==> src/rtl/timer_pkg.sv <==
// timer_pkg: shared state encoding, BCD digit layout and load validation for the cook timer
package timer_pkg;
  localparam int DIGIT_W = 4;
  localparam int NUM_DIGITS = 4;
  localparam int TIME_W = DIGIT_W * NUM_DIGITS;
  localparam int SEC_ONES = 0;
  localparam int SEC_TENS = 1;
  localparam int MIN_ONES = 2;
  localparam int MIN_TENS = 3;
  typedef enum logic [1:0] {ST_IDLE, ST_RUN, ST_PAUSED, ST_DONE} state_e;
  function automatic logic bcd_ok(input logic [TIME_W-1:0] t, input logic [DIGIT_W-1:0] tens_max);
    bcd_ok = t[SEC_TENS*DIGIT_W +: DIGIT_W] <= tens_max;
    for (int i = 0; i < NUM_DIGITS; i++) bcd_ok = bcd_ok & (t[i*DIGIT_W +: DIGIT_W] <= DIGIT_W'(9));
  endfunction
endpackage

==> src/rtl/bcd_digit_down.sv <==
// bcd_digit_down: one BCD down-counting digit that wraps 0 to MAX and borrows from the next digit
module bcd_digit_down
  import timer_pkg::*;
#(
  parameter int MAX = 9
) (
  input  logic               dec_en_i,
  input  logic [DIGIT_W-1:0] digit_i,
  output logic [DIGIT_W-1:0] digit_o,
  output logic               borrow_o
);
  assign borrow_o = dec_en_i & (digit_i == '0);
  assign digit_o  = !dec_en_i ? digit_i : (digit_i == '0) ? DIGIT_W'(MAX) : digit_i - 1'b1;
endmodule

==> src/rtl/countdown_timer_bcd.sv <==
// countdown_timer_bcd: MM:SS BCD cook timer driven by the 1 Hz tick, with done pulse and beep window
module countdown_timer_bcd
  import timer_pkg::*;
#(
  parameter int BEEP_SECONDS = 3,
  parameter int SEC_TENS_MAX = 5
) (
  input  logic              clk,
  input  logic              rst_n,
  input  logic              tick_in_i,
  input  logic              load_i,
  input  logic [TIME_W-1:0] time_in_i,
  input  logic              start_i,
  input  logic              pause_i,
  input  logic              clear_i,
  output logic [TIME_W-1:0] time_out_o,
  output logic              running_o,
  output logic              done_o,
  output logic              beep_o,
  output logic              load_err_o
);
  state_e state_q, state_d;
  logic [TIME_W-1:0] time_q, time_d, time_dec;
  logic [3:0] cnt_q, cnt_d;
  logic tick_q, done_q, done_d, err_q, err_d;
  logic tick_rise, load_act, valid, dec;
  logic [NUM_DIGITS:0] borrow;
  assign tick_rise = tick_in_i & ~tick_q;
  assign load_act  = ~clear_i & load_i & (state_q != ST_RUN);
  assign valid     = bcd_ok(time_in_i, DIGIT_W'(SEC_TENS_MAX));
  assign dec       = (state_q == ST_RUN) & tick_rise & ~clear_i & ~pause_i;
  assign borrow[0] = dec;
  for (genvar g = 0; g < NUM_DIGITS; g++) begin : g_digit
    bcd_digit_down #(.MAX(g == SEC_TENS ? SEC_TENS_MAX : 9)) u_digit (
      .dec_en_i(borrow[g]),
      .digit_i (time_q[g*DIGIT_W +: DIGIT_W]),
      .digit_o (time_dec[g*DIGIT_W +: DIGIT_W]),
      .borrow_o(borrow[g+1])
    );
  end
  always_ff @(posedge clk or negedge rst_n) begin
    if (!rst_n) begin
      state_q <= ST_IDLE;
      time_q  <= '0;
      cnt_q   <= '0;
      tick_q  <= 1'b0;
      done_q  <= 1'b0;
      err_q   <= 1'b0;
    end else begin
      state_q <= state_d;
      time_q  <= time_d;
      cnt_q   <= cnt_d;
      tick_q  <= tick_in_i;
      done_q  <= done_d;
      err_q   <= err_d;
    end
  end
  always_comb begin
    state_d = clear_i ? ST_IDLE
            : load_act ? ((valid && state_q == ST_DONE) ? ST_IDLE : state_q)
            : (pause_i && state_q == ST_RUN) ? ST_PAUSED
            : (start_i && (state_q == ST_IDLE || state_q == ST_PAUSED) && time_q != '0) ? ST_RUN
            : done_d ? ST_DONE
            : state_q;
  end
  // a borrow out of the minutes-tens digit would mean underflow; 00:00 is caught before that
  always_comb begin
    done_d = dec & (time_q == TIME_W'(16'h0001));
    err_d  = load_act & ~valid;
    time_d = clear_i ? '0 : (load_act & valid) ? time_in_i : (dec & ~borrow[NUM_DIGITS]) ? time_dec : time_q;
    cnt_d  = (clear_i | (load_act & valid)) ? '0
           : done_d ? 4'(BEEP_SECONDS)
           : (state_q == ST_DONE && tick_rise && cnt_q != '0) ? cnt_q - 1'b1
           : cnt_q;
  end
  assign time_out_o = time_q;
  assign running_o  = (state_q == ST_RUN);
  assign done_o     = done_q;
  assign beep_o     = (cnt_q != '0);
  assign load_err_o = err_q;
endmodule

==> config.mk <==
export PLATFORM = sky130hd
export DESIGN_NAME = countdown_timer_bcd
export DESIGN_NICKNAME = d
export VERILOG_FILES = /design/src/rtl/timer_pkg.sv /design/src/rtl/bcd_digit_down.sv /design/src/rtl/countdown_timer_bcd.sv
export SDC_FILE = /design/constraint.sdc
export NUM_CORES = 1
export LEC_CHECK = 0
export BUFFER_PORTS_ARGS = -buffer_cell sky130_fd_sc_hd__buf_2
export CORE_ASPECT_RATIO = 0.5
export CORE_MARGIN = 2
export CORE_UTILIZATION = 32
export DETAILED_ROUTE_END_ITERATION = 8
export PLACE_DENSITY_LB_ADDON = 0.12
export SLEW_MARGIN = 25
export SYNTH_ARGS = -nofsm -noshare
export SYNTH_HDL_FRONTEND = slang
export SYNTH_SLANG_ARGS = --single-unit
==> constraint.sdc <==
create_clock -name clk -period 2.1 [get_ports clk]
set_input_delay 0.42 -clock clk [delete_from_list [all_inputs] [get_ports clk]]
set_output_delay 0.42 -clock clk [all_outputs]
set_load 0.005 [all_outputs]
# Word level (Yosys, flattened, before mapping)

Index checks and enable logic that the tools add are counted.
W data, S select, Z words.

Output and inout port bits: 20
Register bits after elaboration: 25
Input port bits: 23
Word-level logic and storage cells: 95

Multiplexer cells: 20
Equality and inequality tests: 6
Reduce and logical (&&, ||, !) cells: 26
Bitwise logic cells: 24
$lt $le $gt $ge: 5
Add/subtract/negate cells: 5

Operators by type and width:

| kind                  | count |
|---|---|
| $mux W16              | 3 |
| $mux W4               | 11 |
| $sub A4 B1 Y4 const B | 5 |
| $and A1 B1 Y1         | 18 |
| $reduce_bool A3 Y1    | 6 |
| $eq A16 B1 Y1 const B | 1 |
| $le A4 B4 Y1 const B  | 4 |
| $logic_not A4 Y1      | 4 |
| $reduce_bool A16 Y1   | 1 |
| $mux W2               | 6 |
| $reduce_and A2 Y1     | 5 |
| $logic_and A1 B1 Y1   | 6 |
| $not A1 Y1            | 5 |
| $reduce_bool A5 Y1    | 1 |
| $eq A2 B2 Y1 const B  | 2 |
| $le A4 B3 Y1 const B  | 1 |
| $reduce_bool A4 Y1    | 1 |
| $ne A3 B2 Y1 const B  | 1 |
| $eq A2 B1 Y1 const B  | 1 |
| $logic_not A2 Y1      | 1 |
| $ne A2 B1 Y1 const B  | 1 |
| $logic_or A1 B1 Y1    | 1 |
| $or A1 B1 Y1          | 1 |

# Depth between registers and ports, before layout

Depth in word-level cells: 14
Mapped depth: 7
Depth with buffers taken out: 7

# Modules after synthesis

A second synthesis with hierarchy kept.

Cells, all modules: 181
Area, all modules: 1,751.7 µm²

Modules (own cells, without submodules):

| module                                  | instances | area an instance (µm²) | sequential area each (µm²) | cells each |
|---|---|---|---|---|
| countdown_timer_bcd                     | 1         | 1,456.4                | 625.6                      | 139 |
| bcd_digit_down (g_digit[0].u_digit ...) | 3         | 78.8                   | 0.0                        | 11 |
| bcd_digit_down (g_digit[1].u_digit)     | 1         | 58.8                   | 0.0                        | 9 |

# Worst setup path before layout

OpenSTA, ideal clock, no wires.

Path kind: input to register
Start: input port clear_i
End: register time_q[13] (netlist: time_out_o[13])
Cell stages on the path: 6
Required time: 1.966 ns
Library setup time: 0.134 ns
Buffers on the path: 1
Setup slack: 0.233 ns
Data arrival time: 1.733 ns
Cells stage by stage: buf_6 nor4b_4 nand4_1 or4_1 o211ai_2 a21oi_2

Longest elaborated chain between the ends: 11
Elaborated cells on any way between the ends: 17
Classes of those cells: mux: 2; bitwise: 12; reduce/logical: 3

RTL lines:

| item                         | RTL line                                             | source |
|---|---|---|
| start: declaration           | countdown_timer_bcd.sv:15                            | `input logic clear_i,` |
| $not A1 Y1                   | countdown_timer_bcd.sv:29, countdown_timer_bcd.sv:31 |  |
| $and A1 B1 Y1 (2 in a row)   | countdown_timer_bcd.sv:31                            | `assign dec = (state_q == ST_RUN) & tick_rise & ~clear_i & ~pause_i;` |
| $and A1 B1 Y1 (4 in a row)   | bcd_digit_down.sv:12                                 | `assign borrow_o = dec_en_i & (digit_i == '0);` |
| $not A1 Y1                   | countdown_timer_bcd.sv:70                            | `time_d = clear_i ? '0 : (load_act & valid) ? time_in_i : (dec & ~borrow[NUM_DIGITS]) ? time_dec : time_q;` |
| $and A1 B1 Y1                | countdown_timer_bcd.sv:70                            |  |
| $reduce_bool A3 Y1 (no line) | -                                                    |  |
| $reduce_and A2 Y1 (no line)  | -                                                    |  |
| end signal: assignment       | countdown_timer_bcd.sv:51                            | `time_q <= time_d;` |
| end: declaration             | countdown_timer_bcd.sv:23                            | `logic [TIME_W-1:0] time_q, time_d, time_dec;` |

Parallel ways exist; a longest one is shown, timed or not.
A chain may end at the register's enable or synchronous reset.

# Worst setup path in the final report

Start: register time_q[9] (netlist: time_out_o[9])
End: register time_q[6] (netlist: time_out_o[6])

Longest elaborated chain between the ends: 7

RTL lines:

| item                         | RTL line |
|---|---|
| $logic_not A4 Y1             | bcd_digit_down.sv:12 |
| $and A1 B1 Y1 (2 in a row)   | bcd_digit_down.sv:12 |
| $not A1 Y1                   | countdown_timer_bcd.sv:70 |
| $and A1 B1 Y1                | countdown_timer_bcd.sv:70 |
| $reduce_bool A3 Y1 (no line) | - |
| $reduce_and A2 Y1 (no line)  | - |

No other way between the ends.

==> flow_metrics.env <==
export IMPL_cp_start_kind="flop"
export IMPL_synthSimpleGateAreaFrac_pct=30.79
export IMPL_power_density_mw_per_mm2=483.0
export IMPL_layout_drive_gt1_share_pct=34.25
export IMPL_path_class="flop to flop"
export IMPL_synth_top_family_by_area="simple AND/OR/NAND/NOR gates"
export IMPL_antenna_found_initial=0
export IMPL_grt_pass1_vias=1378
export IMPL_dr_pass1_iters=4
export IMPL_combPwrFrac_pct=14.5
export IMPL_ys_seq_elements=25
export IMPL_core_mm2=0.004488
export IMPL_clock_path_buffers=2
export IMPL_finalWeightedCongestion=0.7394
export IMPL_crit_fanout=7
export IMPL_cts_setup_buffers=0
export IMPL_min_period_ps=1939
export IMPL_status="completed"
export IMPL_grt_max_degree=26
export IMPL_cts_htree_levels=1
export IMPL_fp_row_count=17
export IMPL_cp_end_kind="flop"
export IMPL_synth_area_leaders="dfrtp_1 (41%), nand2_1 (5.2%), o21ai_0 (3.9%)"
export IMPL_finalCritPeriodShare_pct=92.31
export IMPL_die_w_um=101.6
export IMPL_yosys_mux_area_fraction_pct=3.284
export IMPL_synth_area_mm2=0.001524
export IMPL_cts_root_buf="clkbuf_8"
export IMPL_yosys_area_top_type="dfrtp_1"
export IMPL_grt_pass1_wl_um=6479
export IMPL_clock_latency_ps=280
export IMPL_hold_path_class="input port to asynchronous set/reset pin"
export IMPL_ir_drop_mv=0.2370
export IMPL_ys_async_sr_fraction_pct=100.0
export IMPL_detailed_place_hpwl_um=3028
export IMPL_pin_count=43
export IMPL_crit_slowest_cell="nor4_2"
export IMPL_place_worst_setup_slack_ps=148.1
export IMPL_fillers=466
export IMPL_clock_sinks=25
export IMPL_synth_warnings=0
export IMPL_fmax_mhz=515.8
export IMPL_nets=244
export IMPL_p_sw_share_pct=27.37
export IMPL_drt_wl_total_um=3967
export IMPL_vias=1419
export IMPL_cts_buffers=3
export IMPL_grt_usage_pct=16.08
export IMPL_p_int_mw=0.6829
export IMPL_hold_violations=0
export IMPL_yosysSeqAreaShare_pct=41.05
export IMPL_critPathArrivalTime_ps=2110
export IMPL_synth_flop_cell="dfrtp_1"
export IMPL_drv_cap=0
export IMPL_holdBufCountCts=0
export IMPL_ctsResizeCount=0
export IMPL_synth_adder_area_share_pct=0.8210
export IMPL_path_cells="nor4_2 -> and3_2 -> nor3b_4 -> a21bo_2 -> a311oi_1"
export IMPL_antenna_left=0
export IMPL_drv_slew=0
export IMPL_start_util_pct=33.96
export IMPL_die_h_um=52.80
export IMPL_synthDistinctLibCells=52
export IMPL_p_seq_share_pct=53.3
export IMPL_worst_path_buf_inv=0
export IMPL_cp_required_ps=2270
export IMPL_synthXorXnorAreaFrac_pct=3.448
export IMPL_synth_avg_cell_area_um2=9.349
export IMPL_clock_skew_ps=10.97
export IMPL_rsz0062_at_grt="false"
export IMPL_dieArea_mm2=0.005364
export IMPL_critical_path_max_stage_delay_ps=480
export IMPL_portBuffers=42
export IMPL_drt_initial_drc_count=62
export IMPL_clk_pin_slew_worst_paths_ps=100
export IMPL_drc=0
export IMPL_netlist_area_leader_share_pct=41.05
export IMPL_area_delta_synth_final_pct=27.75
export IMPL_avgRoutedWirePerCell_um=13.92
export IMPL_setup_viol=0
export IMPL_diodes=0
export IMPL_p_sw_mw=0.2574
export IMPL_synth_edf_count=0
export IMPL_grt_overflow_total=0
export IMPL_cts_tree="done"
export IMPL_worst_slack_ps=161.4
export IMPL_multi_input_area_um2=855.8
export IMPL_synth_compound_area_share_pct=17.82
export IMPL_fin_tns_setup_ps=0
export IMPL_regArea_um2=625.6
export IMPL_syn_nets=187
export IMPL_maxSlewHeadroom_pct=60.29
export IMPL_syn_inst=163
export IMPL_via_per_inst=4.979
export IMPL_leakage_nw=0.9287
export IMPL_clkPwrFrac_pct=32.2
export IMPL_crit_family="simple AND/OR/NAND/NOR gates"
export IMPL_worstMarginPinSlew_ps=595.6
-- area by class of cell --
type / instances / area share (%)
Clock buffer: 3 / 2.121
Clock inverter: 1 / 0.3856
Inverter: 5 / 0.9640
Multi-Input combinational cell: 129 / 43.96
Sequential cell: 25 / 32.13
Tap cell: 66 / 4.242
Timing Repair Buffer: 56 / 16.20
-- cells in the mapped netlist, types with 3 or more instances --
| master | instances |
|---|---|
| dfrtp_1 | 25 |
| nor2_1 | 15 |
| a21oi_1 | 10 |
| nor3_1 | 4 |
| nand4_1 | 3 |
| xnor2_1 | 6 |
| o21ai_0 | 12 |
| nor4_2 | 3 |
| nor2b_1 | 4 |
| o21ai_1 | 4 |
| inv_1 | 5 |
| nand2_1 | 21 |
| mux2i_1 | 5 |
-- worst reg2reg max path, stage by stage, from the launching register on --
cell,delay (ps)
dfrtp_1,460
nor4_2,480
and3_2,350
nor3b_4,80
a21bo_2,210
a311oi_1,260
-- per-stage QoR --
step / cell area (um^2) / util [%] / power [mW] / cells / hold WS, ps
5_1_grt: 1947 / 43.38 / 0.9989 / 285 / 165.4
3_3_place_gp: 1898 / 42.29 / 0.6484 / 281 / 463.8
3_5_place_dp: 1898 / 42.29 / 0.6488 / 281 / 466.6
4_1_cts: 1947 / 43.38 / 0.9545 / 285 / 155.3
2_1_floorplan: 1524 / - / 0.5763 / 163 / 124.4
6_report: 1947 / 43.38 / 0.9403 / 285 / 135.0
-- power by group through the flow --
stage | clock (mW) | sequential, mW | combinational [mW]
after floorplan | 0 | 0.511 | 0.0653
final | 0.303 | 0.501 | 0.136
after global routing | 0.341 | 0.503 | 0.154
after global placement | 0 | 0.510 | 0.138
after CTS | 0.314 | 0.501 | 0.139
after detailed placement | 0 | 0.511 | 0.138
-- placed cells by master (no fill, tap or decap), drive strengths merged, types with 2 or more instances in the layout --
cell	instances
a211oi	2
a21oi	11
a311oi	2
and3	2
buf	56
clkbuf	3
dfrtp	25
inv	5
mux2i	5
nand2	22
nand3	2
nand3b	2
nand4	4
nand4b	2
nor2	15
nor2b	4
nor3	5
nor3b	2
nor4	5
nor4b	2
o211ai	3
o21ai	16
xnor2	6
-- registers in the layout, summed over array words and instances (netlist names) --
register / cells
done_o: 1
cnt_q: 4
load_err_o: 1
state_q: 2
tick_q: 1
time_out_o: 16
-- metal layers --
layer / wire length, um / part of all wire (%) / GRT usage [%]
met4: 8 / 0.20 / 2.027
met2: 1763 / 44 / 25.99
met1: 1993 / 50 / 22.36
met5: 0 / 0 / 0
met3: 202 / 5.1 / 4.000
-- logic make-up (layout without fill, tap and decap cells) --
group | Yosys count | after routing
XOR/XNOR | 6 | 6
AND/OR/NAND/NOR | 75 | 75
adder cells (fa/ha/maj) | 1 | 1
AO/OA/AOI/OAI | 42 | 42
buffers and inverters | 9 | 65
flip-flops | 25 | 25
multiplexers | 5 | 5
-- final timing paths --
check | to | start | cells past startpoint | slack (ps)
worst max-delay path | time_out_o[6] | time_out_o[9] | 5 | 160
worst min-delay path | time_out_o[0] | rst_n | 1 | 130
worst max register to register | time_out_o[6] | time_out_o[9] | 5 | 160
worst min register to register | cnt_q[3] | cnt_q[3] | 2 | 580
max in group asynchronous | time_out_o[10] | rst_n | 1 | 1570
min in group clk | tick_q | tick_in_i | 1 | 250
Note: power is estimated with default switching activity, not from simulation.
